## src/rtl/pass_sequencer.sv

```systemverilog
// Runs one scheduler pass as a fixed sequence of data-movement transfers
// (filters, ifmaps, bias/psums, compute, psum writeback) on a req/ack channel.
module pass_sequencer #(
    parameter int C_WIDTH = 10,
    parameter int M_WIDTH = 10,   // also the width of the id outputs; must be >= C_WIDTH and N_WIDTH
    parameter int N_WIDTH = 3
) (
    input  logic               clk,
    input  logic               reset,
    input  logic               pass_start,
    output logic               pass_ready,
    output logic               pass_done,
    input  logic               bias_sel,
    input  logic [M_WIDTH-1:0] filter_lo,
    input  logic [M_WIDTH-1:0] filter_hi,
    input  logic [C_WIDTH-1:0] channel_lo,
    input  logic [C_WIDTH-1:0] channel_hi,
    input  logic [N_WIDTH-1:0] ifmap_lo,
    input  logic [N_WIDTH-1:0] ifmap_hi,
    output logic               xfer_req,
    output logic [2:0]         xfer_type,
    output logic [M_WIDTH-1:0] xfer_id_a,
    output logic [M_WIDTH-1:0] xfer_id_b,
    input  logic               xfer_ack,
    output logic               compute_start,
    input  logic               compute_done
);

    localparam logic [2:0] XT_FILT    = 3'd0;
    localparam logic [2:0] XT_IFMAP   = 3'd1;
    localparam logic [2:0] XT_BIAS    = 3'd2;
    localparam logic [2:0] XT_PSUM_RD = 3'd3;
    localparam logic [2:0] XT_PSUM_WR = 3'd4;

    typedef enum logic [2:0] {
        IDLE,
        LOAD_FILT,
        LOAD_IFMAP,
        LOAD_PSUM,
        COMPUTE,
        WAIT_COMPUTE,
        WRITE_PSUM,
        DONE
    } state_t;

    state_t             state_q, state_d;
    logic [M_WIDTH-1:0] outer_q, outer_d;
    logic [M_WIDTH-1:0] inner_q, inner_d;
    logic [M_WIDTH-1:0] f_lo_q, f_hi_q;
    logic [C_WIDTH-1:0] c_lo_q, c_hi_q;
    logic [N_WIDTH-1:0] n_lo_q, n_hi_q;
    logic               bias_q;

    logic               start_accept;
    logic [M_WIDTH-1:0] f_lo, f_hi, c_lo, c_hi, n_lo, n_hi;
    logic               bias;
    logic               f_empty, c_empty, n_empty;
    logic               filt_empty, ifm_empty, psum_empty, wr_empty;
    logic [M_WIDTH-1:0] out_hi, in_lo, in_hi;
    logic               bias_phase, inner_last;
    logic               enter;
    state_t             enter_s;

    assign start_accept = (state_q == IDLE) && pass_start;

    // In IDLE the ranges come straight from the ports so the first non-empty
    // phase can be selected in the same cycle pass_start is seen.
    always_comb begin
        if (state_q == IDLE) begin
            f_lo = filter_lo;
            f_hi = filter_hi;
            c_lo = M_WIDTH'(channel_lo);
            c_hi = M_WIDTH'(channel_hi);
            n_lo = M_WIDTH'(ifmap_lo);
            n_hi = M_WIDTH'(ifmap_hi);
            bias = bias_sel;
        end else begin
            f_lo = f_lo_q;
            f_hi = f_hi_q;
            c_lo = M_WIDTH'(c_lo_q);
            c_hi = M_WIDTH'(c_hi_q);
            n_lo = M_WIDTH'(n_lo_q);
            n_hi = M_WIDTH'(n_hi_q);
            bias = bias_q;
        end
    end

    assign f_empty    = f_hi < f_lo;
    assign c_empty    = c_hi < c_lo;
    assign n_empty    = n_hi < n_lo;
    assign filt_empty = f_empty | c_empty;
    assign ifm_empty  = n_empty | c_empty;
    assign psum_empty = bias ? f_empty : (n_empty | f_empty);
    assign wr_empty   = n_empty | f_empty;

    // Loop bounds of the phase currently being issued.
    always_comb begin
        out_hi     = '0;
        in_lo      = '0;
        in_hi      = '0;
        bias_phase = 1'b0;
        case (state_q)
            LOAD_FILT: begin
                out_hi = f_hi;
                in_lo  = c_lo;
                in_hi  = c_hi;
            end
            LOAD_IFMAP: begin
                out_hi = n_hi;
                in_lo  = c_lo;
                in_hi  = c_hi;
            end
            LOAD_PSUM: begin
                if (bias) begin
                    out_hi     = f_hi;
                    bias_phase = 1'b1;
                end else begin
                    out_hi = n_hi;
                    in_lo  = f_lo;
                    in_hi  = f_hi;
                end
            end
            WRITE_PSUM: begin
                out_hi = n_hi;
                in_lo  = f_lo;
                in_hi  = f_hi;
            end
            default: ;
        endcase
    end

    // Bias loads iterate over filters only, so the inner loop is always at its end.
    assign inner_last = bias_phase || (inner_q == in_hi);

    always_comb begin
        state_d = state_q;
        outer_d = outer_q;
        inner_d = inner_q;
        enter   = 1'b0;
        enter_s = IDLE;
        case (state_q)
            IDLE: begin
                if (pass_start) begin
                    enter   = 1'b1;
                    enter_s = LOAD_FILT;
                end
            end
            LOAD_FILT, LOAD_IFMAP, LOAD_PSUM, WRITE_PSUM: begin
                if (xfer_ack) begin
                    if (!inner_last) begin
                        inner_d = inner_q + 1'b1;
                    end else if (outer_q != out_hi) begin
                        outer_d = outer_q + 1'b1;
                        inner_d = in_lo;
                    end else begin
                        enter = 1'b1;
                        case (state_q)
                            LOAD_FILT:  enter_s = LOAD_IFMAP;
                            LOAD_IFMAP: enter_s = LOAD_PSUM;
                            LOAD_PSUM:  enter_s = COMPUTE;
                            default:    enter_s = DONE;
                        endcase
                    end
                end
            end
            COMPUTE:      state_d = WAIT_COMPUTE;
            WAIT_COMPUTE: begin
                if (compute_done) begin
                    enter   = 1'b1;
                    enter_s = WRITE_PSUM;
                end
            end
            DONE:         state_d = IDLE;
            default:      state_d = IDLE;
        endcase

        // Empty phases fall through in order within this one evaluation.
        if (enter) begin
            if (enter_s == LOAD_FILT && filt_empty) enter_s = LOAD_IFMAP;
            if (enter_s == LOAD_IFMAP && ifm_empty) enter_s = LOAD_PSUM;
            if (enter_s == LOAD_PSUM && psum_empty) enter_s = COMPUTE;
            if (enter_s == WRITE_PSUM && wr_empty) enter_s = DONE;
            state_d = enter_s;
            case (enter_s)
                LOAD_FILT: begin
                    outer_d = f_lo;
                    inner_d = c_lo;
                end
                LOAD_IFMAP: begin
                    outer_d = n_lo;
                    inner_d = c_lo;
                end
                LOAD_PSUM: begin
                    outer_d = bias ? f_lo : n_lo;
                    inner_d = bias ? '0 : f_lo;
                end
                WRITE_PSUM: begin
                    outer_d = n_lo;
                    inner_d = f_lo;
                end
                default: ;
            endcase
        end
    end

    always_ff @(posedge clk or posedge reset) begin
        if (reset) begin
            state_q <= IDLE;
            outer_q <= '0;
            inner_q <= '0;
            f_lo_q  <= '0;
            f_hi_q  <= '0;
            c_lo_q  <= '0;
            c_hi_q  <= '0;
            n_lo_q  <= '0;
            n_hi_q  <= '0;
            bias_q  <= 1'b0;
        end else begin
            state_q <= state_d;
            outer_q <= outer_d;
            inner_q <= inner_d;
            if (start_accept) begin
                f_lo_q <= filter_lo;
                f_hi_q <= filter_hi;
                c_lo_q <= channel_lo;
                c_hi_q <= channel_hi;
                n_lo_q <= ifmap_lo;
                n_hi_q <= ifmap_hi;
                bias_q <= bias_sel;
            end
        end
    end

    // Outputs decode the state register only, so an async reset drops xfer_req at once.
    always_comb begin
        xfer_req  = 1'b0;
        xfer_type = XT_FILT;
        xfer_id_a = '0;
        xfer_id_b = '0;
        case (state_q)
            LOAD_FILT: begin
                xfer_req  = 1'b1;
                xfer_type = XT_FILT;
                xfer_id_a = outer_q;
                xfer_id_b = inner_q;
            end
            LOAD_IFMAP: begin
                xfer_req  = 1'b1;
                xfer_type = XT_IFMAP;
                xfer_id_a = outer_q;
                xfer_id_b = inner_q;
            end
            LOAD_PSUM: begin
                xfer_req  = 1'b1;
                xfer_type = bias_q ? XT_BIAS : XT_PSUM_RD;
                xfer_id_a = outer_q;
                xfer_id_b = bias_q ? '0 : inner_q;
            end
            WRITE_PSUM: begin
                xfer_req  = 1'b1;
                xfer_type = XT_PSUM_WR;
                xfer_id_a = outer_q;
                xfer_id_b = inner_q;
            end
            default: ;
        endcase
    end

    assign pass_ready    = (state_q == IDLE);
    assign compute_start = (state_q == COMPUTE);
    assign pass_done     = (state_q == DONE);

endmodule
```

## config.mk

```make
export PLATFORM = sky130hd
export DESIGN_NAME = pass_sequencer
export DESIGN_NICKNAME = d
export VERILOG_FILES = /design/src/rtl/pass_sequencer.sv
export SDC_FILE = /design/constraint.sdc
export NUM_CORES = 1
export LEC_CHECK = 0
export BUFFER_PORTS_ARGS = -buffer_cell sky130_fd_sc_hd__buf_2
export CAP_MARGIN = 20
export CORE_MARGIN = 2
export CORE_UTILIZATION = 40
export DETAILED_ROUTE_END_ITERATION = 10
export PLACE_DENSITY = 0.71
export SYNTH_ARGS = -nofsm -noshare
export SYNTH_HDL_FRONTEND = slang
export SYNTH_SLANG_ARGS = --single-unit
```

## constraint.sdc

```tcl
create_clock -name clk -period 15.8 [get_ports clk]
set_clock_uncertainty 0.1 [all_clocks]
set_input_delay 1.58 -clock clk [delete_from_list [all_inputs] [get_ports clk]]
set_output_delay 1.58 -clock clk [all_outputs]
set_load 0.05 [all_outputs]
```

# Word-level counts from Yosys, hierarchy flattened
# Cells that the tools add are included.
# totals
mem_bits_rw	0
latch_bits	0
word_cells	107
rom_bits	0
ff_bits	70
memories	0
# op_classes
n_mul	0
order_cmp	3
bitwise	3
div_mod_pow	0
n_shift	0
n_reduce_logical	14
n_addsub	2
n_eq_ne	17
n_mux	58
# op_table
cell	count
$mux W10	20
$pmux W10 S3	5
$mux W3	15
$lt A10 B10 Y1	3
$pmux W3 S3	3
$add A10 B1 Y10 const B	2
$pmux W10 S2	1
$eq A3 B2 Y1 const B	6
$eq A3 B3 Y1 const B	6
$mux W1	12
$eq A10 B10 Y1	1
$ne A10 B10 Y1	1
$eq A3 B1 Y1 const B	3
$reduce_or A2 Y1	4
$pmux W3 S2	1
$logic_and A1 B1 Y1	5
$reduce_or A4 Y1	1
$logic_not A3 Y1	1
$or A1 B1 Y1	3
$pmux W1 S3	1
$reduce_bool A3 Y1	1
$reduce_or A3 Y1	1
$logic_or A1 B1 Y1	1

# Logic depth before layout (Yosys ltp)
# logic_depth
ltp_word	29
depth_mapped	22
mapped_depth_nobuf	15

# Least setup slack after synthesis
# Ideal clock, no wire load.
# synth_timing
path_kind	register to register
start	register state_q[1]
end	register outer_q[0]
path_slack_ns	10.225
required_ns	15.579
path_stages_with_launch	21
t_arrival_ns	5.354
period_less_slack_ns	5.575
cell_sequence	dfrtp_1 buf_4 buf_6 buf_6 nor3_2 buf_2 buf_1 clkbuf_1 clkbuf_1 mux2_2 ha_1 a2111oi_0 o21ai_0 a221oi_1 nand3b_1 o41ai_4 o21bai_1 a31o_2 buf_6 o21ai_0 o22a_1
# synth_via
elab_chain_len	29
word_cells_on_any_way	69
cone_classes	3 x order compare; 15 x eq/ne; 38 x mux; 3 x bitwise; 10 x reduce/logical
# synth_lines
item	line_no	rtl
start: declaration	46	state_t state_q, state_d;
start signal: assignment	219	state_q <= state_d;
$logic_not A3 Y1 (*)	--	
named net pass_ready	11	output logic pass_ready,
$mux W3 (tied with other cells)	69	if (state_q == IDLE) begin
$mux W10	114	if (bias) begin
$pmux W10 S3	102	case (state_q)
$ne A10 B10 Y1 or $eq A10 B10 Y1 (tied branches)	152, 133	
$mux W3 or $logic_or A1 B1 Y1 (tied branches)	152, 133	
$mux W3	150	if (!inner_last) begin
(+15 left out)	--	
$logic_and A1 B1 Y1	182	if (enter_s == WRITE_PSUM && wr_empty) enter_s = DONE;
$mux W3	182	
$mux W3	178	if (enter) begin
$eq A3 B3 Y1 or $eq A3 B2 Y1 (tied branches)	184	case (enter_s)
$reduce_or A2 Y1 (no source line)	--	
$pmux W10 S3	184	
$mux W10 (*)	178	
named net outer_d[0]	47	logic [M_WIDTH-1:0] outer_q, outer_d;
end signal: assignment	220	outer_q <= outer_d;
end: declaration	47	
# Mark *: on every way through the listed nets, which the timed path passes. The rest lies on a longest branch. The select of a mux whose other input is x is not followed.
# A chain may end at the register's enable or synchronous reset.

# Worst setup path after layout
# layout_timing
start	register state_q[1]
end	register outer_q[0]
# layout_via
elab_chain_len	29
word_cells_on_any_way	69
cone_classes	3 x order compare; 15 x eq/ne; 38 x mux; 3 x bitwise; 10 x reduce/logical
# layout_lines
item	line_no	rtl
$logic_not A3 Y1	69, 141	
$mux W3 (tied with other cells)	69	
$mux W10	114	
$pmux W10 S3	102	
$ne A10 B10 Y1 or $eq A10 B10 Y1 (tied branches)	152, 133	
$mux W3 or $logic_or A1 B1 Y1 (tied branches)	152, 133	
$mux W3	150	
$mux W3	149	if (xfer_ack) begin
(+14 left out)	--	
$logic_and A1 B1 Y1	182	
$mux W3	182	
$mux W3	178	
$eq A3 B3 Y1 or $eq A3 B2 Y1 (tied branches)	184	
$reduce_or A2 Y1 (no source line)	--	
$pmux W10 S3	184	
$mux W10 (*)	178	
named net outer_d[0]	47	
# Marked as above.

==> results.md <==
- Status: finished, final reports clean
- Clock latency on the worst-skew pair: ~0.34 ns
- Hold Path Class: reg -> reg
- Setup bufs post-CTS: 0
- CP max FO: between 40 and 50
- CTS sink cnt: 70
- Post-synthesis mux area share: between 7 and 8%
- Gpl congestion: around 0.99
- Synth Cell Area: roughly 6100 µm²
- Die height: ~130 µm
- FMAX: ~170 MHz
- Post-route ant nets: 0
- Largest net degree at the start of global routing: 71
- RSZ-0062 raised after global routing: no
- Net Count, Synth: between 800 and 900
- Tmin final: 5.882 ns
- Worst Path Buf+Inv: 2
- Vias in the first global route: 5799
- Clock Pin Slew Worst Setup and Hold Paths: ~0.060 ns
- Slew Viols, Final: 0
- Most frequent cells in the layout: nand2_1 (172), buf_2 (78), dfrtp_1 (70), o21ai_0 (49)
- Compound-gate portion of the synthesized area: about 26%
- Die width: 127.6 µm
- Placed cells: 1002
- Drt total wl: between 20000 and 25000 µm
- Area growth, synth to finish: 12.43%
- Initial core utilization: approximately two fifths
- VDD IR max: 0.00004173 V
- Setup WS post-layout: around 9.9 ns
- Number of enable flip-flop cells after synthesis: 0
- Critical Path Source: state_q[1]
- Critical path class: reg -> reg
- Crit path launch type: flop
- I/O Buffers: between 70 and 80
- Max cap viols: 0
- Ant. Diodes: 0
- Final setup fails: 0
- Total global-route track usage: roughly 26%
- Leading cell type in the layout, fill and taps excluded: nand2_1
- Setup TNS: 0 ns
- Sequential area share after synthesis: between 20% and 30%
- Data arrival time of the worst path: approximately 6.0 ns
- Drt wl/cell: 20.53 µm
- Reg2reg start: state_q[1]
- Count of TritonRoute iterations in the first routing pass: 8
- Vias per Instance: 6.195
- Hold_buf cts: 0
- Longest Clk Path Bufs: 2
- Worst-path cell with the longest stage delay: nor3_4
- Syn Area/Cell: between 7 and 8 µm²
- Largest family of logic cells by synthesized area: compound AO/OA/AOI/OAI gates
- Final Hold Vio Count: 0
- Yosys reg bits: 70
- CTS tree: done
- Pleak: between 0.003 and 0.004 µW
- Syn. warnings: 0
- CP top delay family: compound AO/OA/AOI/OAI gates
- Worst-Margin Slew: 1.023 ns
- Core area: approximately 15000 µm²
- Hpwl dp: approximately 15000 µm
- Pwr/cell area: 82.19 nW/µm²
- Final period utilization: 37.23%
- Post-synthesis simple-gate area fraction: 24.83%
- Num CTS Buffers: 9
- Slew margin rel.: about a third
- Post-Syn Instances: ~800
- Post-Synth Adder-Cell Area: about 4.5%
- Initial DRC Count: between 800 and 900
- Vias: between 6000 and 7000
- Clock root buffer: clkbuf_16
- Final cell count without fillers: between 1000 and 1500
- # IOs: 79
- Primary FF master, synth: dfrtp_1
- Highest cell delay on the worst timing path: ~0.84 ns
- XOR/XNOR Fraction of Synth Area: between 2 and 3%
- # rows: 45
- CTS resizes: 0
- Grt ovf: 0
- Fin nets: roughly 900
- Hold path start: n_lo_q[2]
- Crit path capture type: flop
- Worst EP required: about 16 ns
- Global-route wire length before repair: 32600 µm
- # H-tree levels: 3
- CP Cell Sequence: buf_4 -> nor3_4 -> buf_4 -> mux2i_1 -> ha_1 -> a2111oi_0 -> o21ai_0 -> a221oi_1 -> nand3b_1 -> o41ai_4 -> o21bai_1 -> a31o_2 -> o21ai_0 -> o22a_1
- Drt drc: 0
- Ys async rst share: 100.0%
- Die area: ~16000 µm²
- Post-synthesis cell type count: 80
- Pre-CTS setup slack: approximately 10 ns
- Fraction of layout instances using a drive strength above 1: between 10% and 20%
- Initial antenna violation count: 0
cells in the mapped netlist (all sizes together), types with 7 or more instances:
library cell    n  share of area (%)
and2           24                2.5
nor2b           7               0.72
o21ai          61                5.1
nand3          11               0.90
mux2           18                3.4
a22oi          15                1.9
nand3b          8               0.98
nor3           13                1.1
buf            17                1.8
inv            25                1.5
o22ai          16                1.6
a21oi          30                2.5
nand4          10                1.0
a21o            9                1.1
mux2i          28                4.6
ha             22                4.5
dfrtp          70                 29
a31oi          10                1.0
nand2b         13                1.3
xnor2          11                1.6
xor2            9                1.3
nor2           31                1.9
clkbuf         36                2.2
o22a           10                1.4
nand2         172                 11
a211oi          7               0.94
kinds of logic after synthesis:
logic type               Yosys count
AO/OA/AOI/OAI                    223
XOR/XNOR                          20
adder cells (fa/ha/maj)           22
buffers and inverters             79
flip-flops                        70
multiplexers                      46
AND/OR/NAND/NOR                  320
worst paths after layout:
kind / end / slack [ns] / depth (start not counted)
worst min register to register: n_lo_q[2] / 0.38 / 2
min in group asynchronous: c_lo_q[3] / 1.42 / 3
worst max-delay path: outer_q[0] / 9.92 / 14
worst max register to register: outer_q[0] / 9.92 / 14
max in group asynchronous: outer_q[5] / 13.59 / 3
worst min-delay path: n_lo_q[2] / 0.38 / 2
power by group:
| part | leakage (µW) | switching (µW) | total (µW) | internal (µW) |
|---|---|---|---|---|
| sequential | 0.000882 | 27.7 | 217 | 189 |
| combinational | 0.00203 | 90.1 | 141 | 50.7 |
| clock | 0.000148 | 81.2 | 207 | 126 |
sequential cells by signal (all words and copies together), names as in the netlist:
name,flops
state_q,3
n_hi_q,3
c_hi_q,10
outer_q,10
f_lo_q,10
bias_q,1
f_hi_q,10
c_lo_q,10
n_lo_q,3
inner_q,10
layer usage:
metal,track usage (%),vias to the layer above,wire [µm]
li1,-,2910,-
met2,36.40,349,8827
met1,36.64,2982,9055
met5,0,-,0
met3,5.905,66,2119
met4,12.22,0,894
cell type report:
| cell class | instances | area [µm²] |
|---|---|---|
| timing repair buffer | 87 | 461.7 |
| inverter | 26 | 97.59 |
| sequential | 70 | 1752 |
| clock buffer | 10 | 239.0 |
| multi-input combinational | 631 | 4021 |
| tap | 188 | 235.2 |
| fill | 1490 | 8165 |
| clock inverter | 6 | 61.31 |
through the flow:
stage | area (µm²) | power, µW | util, % | hold WS (ns)
after global placement | 6556 | 355.6 | 43.61 | 0.3579
after detailed placement | 6568 | 355.9 | 43.69 | 0.3662
after global routing | 6868 | 586.5 | 45.68 | 0.4241
after CTS | 6868 | 563.2 | 45.68 | 0.3804
after floorplan | 6108 | 312.8 | - | 0.3450
final | 6868 | 564.4 | 45.68 | 0.3763
worst register-to-register path, cell delays in order, from the launching register on:
cell and delay (ns):
dfrtp_1 0.36, buf_4 0.27, nor3_4 0.86, buf_4 0.65
mux2i_1 0.47, ha_1 0.33, a2111oi_0 0.37, o21ai_0 0.19
a221oi_1 0.68, nand3b_1 0.26, o41ai_4 0.15, o21bai_1 0.19
a31o_2 0.48, o21ai_0 0.18, o22a_1 0.24
(Power assumes the default switching activity.)
